## src/rtl/pic_pkg.sv

```systemverilog
// pic_pkg: shared state encoding and constants for the PIC acknowledge path.
package pic_pkg;
  typedef enum logic [2:0] {IDLE, REQ, PULSE1, GAP, PULSE2, DONE} state_t;
  localparam logic [2:0] SPURIOUS_ID = 3'd7;
  localparam int VEC_W = 8;
endpackage

```

## src/rtl/inta_sync.sv

```systemverilog
// inta_sync: multi-flop synchronizer for INTA_n with one-cycle fall/rise detect.
module inta_sync #(
  parameter int SYNC_STAGES = 2
) (
  input  logic clk,
  input  logic reset_n,
  input  logic inta_n,
  output logic fall,
  output logic rise
);
  // sr[SYNC_STAGES-1] is the synchronized level, sr[SYNC_STAGES] its previous value
  logic [SYNC_STAGES:0] sr;
  always_ff @(posedge clk or negedge reset_n)
    if (!reset_n) sr <= '1;
    else sr <= {sr[SYNC_STAGES-1:0], inta_n};
  assign fall = sr[SYNC_STAGES] & ~sr[SYNC_STAGES-1];
  assign rise = ~sr[SYNC_STAGES] & sr[SYNC_STAGES-1];
endmodule

```

## src/rtl/inta_sequencer.sv

```systemverilog
// inta_sequencer: 8086-mode INTA handshake controller; INTA_TIMEOUT_EN adds a GAP watchdog.
module inta_sequencer
  import pic_pkg::*;
#(
  parameter int SYNC_STAGES    = 2,
  parameter int TIMEOUT_CYCLES = 255,
  parameter int CNT_W          = 8
) (
  input  logic             clk,
  input  logic             reset_n,
  input  logic             INTA_n,
  input  logic             int_req,
  input  logic [2:0]       priority_id,
  input  logic [4:0]       vector_base,
  input  logic             aeoi,
  input  logic             sngl,
  input  logic             sp,
  input  logic [2:0]       slave_id,
  input  logic [2:0]       cas_in,
  output logic             INT,
  output logic             ack1,
  output logic             ack2,
  output logic             auto_eoi,
  output logic [2:0]       ack_id,
  output logic [2:0]       cas_out,
  output logic             cas_oe,
  output logic [VEC_W-1:0] data_out,
  output logic             data_oe
);
  state_t state, nxt;
  logic fall, rise, spur, hit, tmo;
  logic ack1_d, ack2_d, eoi_d, int_d;
  inta_sync #(.SYNC_STAGES(SYNC_STAGES)) u_sync (
    .clk,
    .reset_n,
    .inta_n(INTA_n),
    .fall,
    .rise
  );
`ifdef INTA_TIMEOUT_EN
  logic [CNT_W-1:0] cnt;
  always_ff @(posedge clk or negedge reset_n)
    if (!reset_n) cnt <= '0;
    else if (state != GAP) cnt <= '0;
    else if (cnt != '1) cnt <= cnt + 1'b1;
  assign tmo = state == GAP && !fall && cnt >= CNT_W'(TIMEOUT_CYCLES - 1);
`else
  logic [CNT_W-1:0] unused_tmo_cfg;
  assign unused_tmo_cfg = CNT_W'(TIMEOUT_CYCLES);
  assign tmo = 1'b0;
`endif
  always_comb begin
    nxt = state;
    case (state)
      IDLE:    if (int_req) nxt = REQ;
      REQ:     if (fall) nxt = PULSE1; else if (!int_req) nxt = IDLE;
      PULSE1:  if (rise) nxt = GAP;
      GAP:     if (fall) nxt = PULSE2; else if (tmo) nxt = IDLE;
      PULSE2:  if (rise) nxt = DONE;
      default: nxt = IDLE;
    endcase
    ack1_d = state == REQ && fall && int_req;
    ack2_d = state == GAP && fall;
    eoi_d  = (state == PULSE2 && rise && aeoi && !spur) || tmo;
    int_d  = nxt inside {REQ, PULSE1, GAP, PULSE2};
  end
  always_ff @(posedge clk or negedge reset_n)
    if (!reset_n) begin
      state    <= IDLE;
      INT      <= 1'b0;
      ack1     <= 1'b0;
      ack2     <= 1'b0;
      auto_eoi <= 1'b0;
      ack_id   <= '0;
      spur     <= 1'b0;
      hit      <= 1'b0;
    end else begin
      state    <= nxt;
      INT      <= int_d;
      ack1     <= ack1_d;
      ack2     <= ack2_d;
      auto_eoi <= eoi_d;
      if (state == REQ && fall) begin
        ack_id <= int_req ? priority_id : SPURIOUS_ID;
        spur   <= !int_req;
      end
      if (ack2_d) hit <= cas_in == slave_id;
    end
  // a cascaded master only steers the slaves; data comes from single mode or an addressed slave
  assign cas_oe   = sp && !sngl && state inside {PULSE1, GAP, PULSE2};
  assign cas_out  = cas_oe ? ack_id : '0;
  assign data_oe  = state == PULSE2 && (sngl || (!sp && hit));
  assign data_out = data_oe ? {vector_base, ack_id} : '0;
endmodule

```

## config.mk

```make
export PLATFORM = sky130hd
export DESIGN_NAME = inta_sequencer
export DESIGN_NICKNAME = d
export VERILOG_FILES = /design/src/rtl/pic_pkg.sv /design/src/rtl/inta_sync.sv /design/src/rtl/inta_sequencer.sv
export SDC_FILE = /design/constraint.sdc
export NUM_CORES = 1
export LEC_CHECK = 0
export CAP_MARGIN = 0
export CORE_ASPECT_RATIO = 1.25
export CORE_MARGIN = 2
export CORE_UTILIZATION = 35
export CTS_BUF_LIST = sky130_fd_sc_hd__clkbuf_4
export CTS_CLUSTER_DIAMETER = 60
export DETAILED_ROUTE_END_ITERATION = 10
export GPL_TIMING_DRIVEN = 0
export PLACE_DENSITY = 0.72
export SYNTH_ARGS = -nofsm -noshare
export SYNTH_HDL_FRONTEND = slang
export SYNTH_SLANG_ARGS = --single-unit
```

## constraint.sdc

```tcl
create_clock -name clk -period 1.5 [get_ports clk]
set_input_delay 0.15 -clock clk [delete_from_list [all_inputs] [get_ports clk]]
set_output_delay 0.15 -clock clk [all_outputs]
set_load 0.01 [all_outputs]
```

After elaboration in Yosys (flattened, before gate mapping)
Cells that the tools add are included.
- $add $sub $neg: 0
- multiply operators: 0
- div/mod/pow operators: 0
- $lt $le $gt $ge: 0
- equal/unequal tests: 9
- shift-type cells: 0
- mux-type cells: 10
- bitwise logic cells: 4
- reductions and logical operators: 18
- operator list (kind ; number):
    $mux 3 ; 8
    $pmux 3 s5 ; 1
    $eq 3x2->1 const B ; 4
    $logic_and 1x1->1 ; 10
    $mux 8 ; 1
    $eq 3x1->1 const B ; 2
    $eq 3x3->1 const B ; 2
    $logic_not 1->1 ; 4
    $reduce_bool 4->1 ; 1
    $eq 3x3->1 ; 1
    $logic_not 3->1 ; 1
    $reduce_bool 3->1 ; 1
    $and 1x1->1 ; 2
    $not 1->1 ; 2
    $logic_or 1x1->1 ; 1
- register bits: 15
- latch bits: 0
- bits in writable memories: 0
- ROM bits: 0
- input port bits: 21
- word-level logic and storage cells: 50
- memories: 0

Longest topological paths before layout
- word-level depth: 6
- mapped depth: 5
- mapped depth without buffers: 3

Modules after synthesis
Synthesis repeated with hierarchy kept, for this count alone.
- cell total of the unflattened synthesis: 69
- area total of the unflattened synthesis: 742.0 µm²
- by module, submodules not included (module ; times used ; cells an instance ; area each (µm²) ; seq. area each (µm²)):
    inta_sequencer ; 1 ; 64 ; 648.1 ; 300.3
    inta_sync ; 1 ; 5 ; 93.8 ; 78.8

Worst setup path before layout
OpenSTA, ideal clock, no wires.
- path type: register -> output
- start: reg state[1]
- end: out data_out[0]
- arrival: 1.334 ns
- data required time: 1.350 ns
- path slack: 0.016 ns
- cell stages (with the launch flop): 5
- cell sequence: dfrtp_1 > or3b_1 > buf_6 > a21oi_4 > and2_1
- word-level cells in the longest chain between the ends: 3
- RTL lines (what ; RTL line ; source):
    start: declaration ; inta_sequencer.sv:30 ; state_t state, nxt;
    start signal: assignment ; inta_sequencer.sv:78 ; state <= nxt;
    $eq 3x3->1 ; inta_sequencer.sv:92 ; assign data_oe = state == PULSE2 && (sngl || (!sp && hit));
    $logic_and 1x1->1 ; inta_sequencer.sv:92 ;
    net data_oe ; inta_sequencer.sv:28 ; output logic data_oe
    $mux 8 ; inta_sequencer.sv:93 ; assign data_out = data_oe ? {vector_base, ack_id} : '0;
    end: declaration ; inta_sequencer.sv:27 ; output logic [VEC_W-1:0] data_out,
The timed path passes the listed nets, and every way through them passes these cells.

Final worst setup path
- start: reg state[0]
- end: out cas_out[1]
- word-level cells in the longest chain between the ends: 4
- elaborated cells on any way between the ends: 6
- classes of those cells: 3 x eq/ne; 1 x mux; 2 x reduce/logical
- RTL lines (what ; RTL line ; source):
    $eq 3x2->1 or $eq 3x3->1 (tied branches) ; inta_sequencer.sv:90 ; assign cas_oe = sp && !sngl && state inside {PULSE1, GAP, PULSE2};
    $reduce_bool 3->1 * ; inta_sequencer.sv:90 ;
    $logic_and 1x1->1 * ; inta_sequencer.sv:90 ;
    $mux 3 * ; inta_sequencer.sv:91 ; assign cas_out = cas_oe ? ack_id : '0;
    end: declaration ; inta_sequencer.sv:25 ; output logic [2:0] cas_out,
Every way passes the cells marked *; elsewhere a longest branch is shown, timed or not.

==> impl_results.md <==
* Vias in the first global route at between 600 and 700
* Total global-route track usage at between 10% and 20%
* Layout area overhead at 64.5%
* Grt total ovfl at 0
* Std-Cell Rows at 18
* Fin. max-slew vios at 0
* Setup CP Type: flop to primary output
* Fill cell count at ~180
* H-tree levels at 1
* Initial Util at between 30 and 40%
* Yosys top cell area share at ~40%
* Share of cells above drive strength 1 at between 30% and 40%
* First-pass GRT wire length at slightly below 3000 microns
* Max-cap violations at 0
* Hold Path Class: input pin to asynchronous set/reset pin
* CTS tree: yes
* Top cells by area, synth: dfrtp_1, dfstp_2, and2_1
* Setup crit start kind: flop
* Worst slew pin tran at 0.659 ns
* Fin area at about 1200 sq um
* Max incr delay on CP at roughly 0.46 ns
* Sequential fraction of the synthesis area at about 50%
* Core Footprint at between 2000 and 2500 sq um
* Yosys reg bits at 15
* Initial antenna violation count at 0
* Worst R2R Path Depth at 3
* Reg-to-reg slack, setup at 0 ns
* Asr flop ratio synth at 100%
* Final worst setup slack at -0.236 ns
* CTS sink cnt at 15
* Synth Flop Type: dfrtp_1
* Pre-Repair DR Iteration Count at 2
* Final Hold Viols at 0
* Post-synth top area cell: dfrtp_1
* Via count at approximately 640
* Status: finished, violations left
* Clock Latency Late Sink at between 0.2 and 0.3 ns
* Final Critical Period at between 1.5 and 2 ns
* Root buffer cell: clkbuf_4
* CP max FO at 4
* Commonest cells post-synth: and2_1, dfrtp_1, nand2b_1, inv_1, mux2_2
* Area of the multi-input gates at between 300 and 400 sq um
* Worst flop-to-flop path startpoint: u_sync.sr[2]
* Crit end category: primary output
* Number of synthesized flops with an enable pin at 0
* Slowest CP cell: or3b_4
* DR WL/cell at 13.0 microns
* Max Root-Sink Buffers at 2
* RSZ-0062 raised after global routing: true
* GP Congestion at around 0.7
* Syn Nets at 86
* Ys Warns at 0
* Hold_buf cts at 0
* Clock Skews at ~0.0081 ns
* Failing checks: setup timing
* Pwr per Cell Area at about 1200 nW/um^2
* Dpl cell area at between 1000 and 1500 sq um
* Largest net degree at the start of global routing at 16
* CP required at 1.35 ns
* Data arrival, critical path at about 1.6 ns
* Die ar. at around 2500 sq um
* Overall routed net length at between 1500 and 2000 microns
* Worst vdd ir at ~0.00088 V
* Via density at about 4.8
* Final setup violation count at 15
* Antenna diode count at 0
* # IOs at 41
* Fmax at between 500 and 600 MHz
* DR DRC count at 0
* Clock-pin slew on the worst setup and hold paths at 0.09 ns
* DIE WIDTH at about 46 microns
* Nets at roughly 140
* CTS buffer count at 3
* Leakage at 0.560 nW
* Post-Syn Area at between 700 and 800 sq um
* Storage cell area at 380 sq um
* DR iter-0 viols at 11
* Reg2reg end: ack_id[2]
* Chip height at roughly 56 microns
* Final hold slack at ~0.26 ns
* Worst slew margin relative to its limit at 55.9%
* Synthesized area per cell at roughly 12 sq um
* Final core occ at 61.9%
* DP HPWL at ~1300 microns
* Place WS at -0.538 ns
* Cell chain of the critical path: or3b_4, a21oi_4, and2_1, buf_2
* Netlist cell types at 23
* Antenna Nets Post-Route at 0
* Synth Instances at 65
* IO buf count at 40
* Period utilisation layout at 116%
==> routing by layer <==
layer | vias to the layer above | wire, microns | GRT usage [%]
met5 | - | 0 | 0
met4 | 0 | 27 | 8.82
met3 | 2 | 85 | 4.55
met2 | 18 | 951 | 26.0
met1 | 305 | 679 | 17.3
li1 | 317 | - | -
==> cell type report <==
type	count	area share [%]
inverters	5	1.51
repair buffers	46	32.7
well taps	20	2.02
clock inverters	1	0.403
clock buffers	3	1.81
multi-input cells	44	30.9
flip-flops and latches	15	30.6
==> worst max-delay path: cells and delay by family, from the launching register on <==
kind | cells | cell delay [ns]
flip-flops | 1 | 0.40
buffers and inverters | 1 | 0.13
AND/OR/NAND/NOR | 2 | 0.60
AO/OA/AOI/OAI | 1 | 0.18
==> repair_timing <==
item	4_1_cts	5_1_grt
cloned	1	0
buffers inserted	5	1
gates resized for setup	61	6
pin swaps	11	6
setup endpoints to repair	17	17
==> cells in the final DEF (no fill, tap or decap), drive strengths merged, types with 2 or more instances in the layout <==
cell type      instances
clkdlybuf4s50         27
mux2                   4
and2                  12
dfstp                  3
buf                   19
a21oi                  3
dfrtp                 12
nand2b                 7
o22ai                  2
nor3                   3
inv                    5
xor2                   3
clkbuf                 3
==> kinds of logic (layout without fill, tap and decap cells) <==
logic type / after synthesis / in the layout / share of synthesized area [%]
AOI/OAI and AO/OA: 7 / 8 / 8.79
xor gates and xnor gates: 4 / 4 / 4.64
buffers and inverters: 7 / 55 / 4.98
muxes: 5 / 5 / 7.30
DFF: 15 / 15 / 50.2
and+or+nand+nor: 27 / 27 / 24.0
==> registers in the layout, summed over array words and instances, names as in the netlist <==
signal and flops:
INT 1, ack1 1, ack2 1, ack_id 3
auto_eoi 1, hit 1, spur 1, state 3
u_sync.sr 3
==> worst max-delay path by stage <==
stage / start / endpoint / slack [ns] / cells after the start
2_1_floorplan: state[1] / data_out[0] / 0.02 / 4
3_3_place_gp: state[1] / data_out[1] / -0.52 / 5
3_5_place_dp: state[1] / data_out[4] / -0.54 / 5
4_1_cts: state[2] / cas_out[1] / -0.31 / 6
5_1_grt: state[0] / data_out[1] / -0.33 / 4
6_report: state[0] / cas_out[1] / -0.24 / 4
==> stage by stage <==
stage / TNS (ns) / cells / power, mW
after global placement: -6.53 / 125 / 1.20
after global routing: -4.10 / 134 / 1.62
final: -2.70 / 134 / 1.51
after detailed placement: -6.57 / 125 / 1.20
after CTS: -3.75 / 135 / 1.52
after floorplan: 0 / 65 / 0.916
==> where the power goes <==
group	internal (mW)	total [mW]	switching [mW]
clock network	0.0990	0.229	0.130
logic	0.383	0.663	0.281
registers	0.533	0.617	0.0840
total	1.01	1.51	0.494
Note: power is estimated with default switching activity, not from simulation.
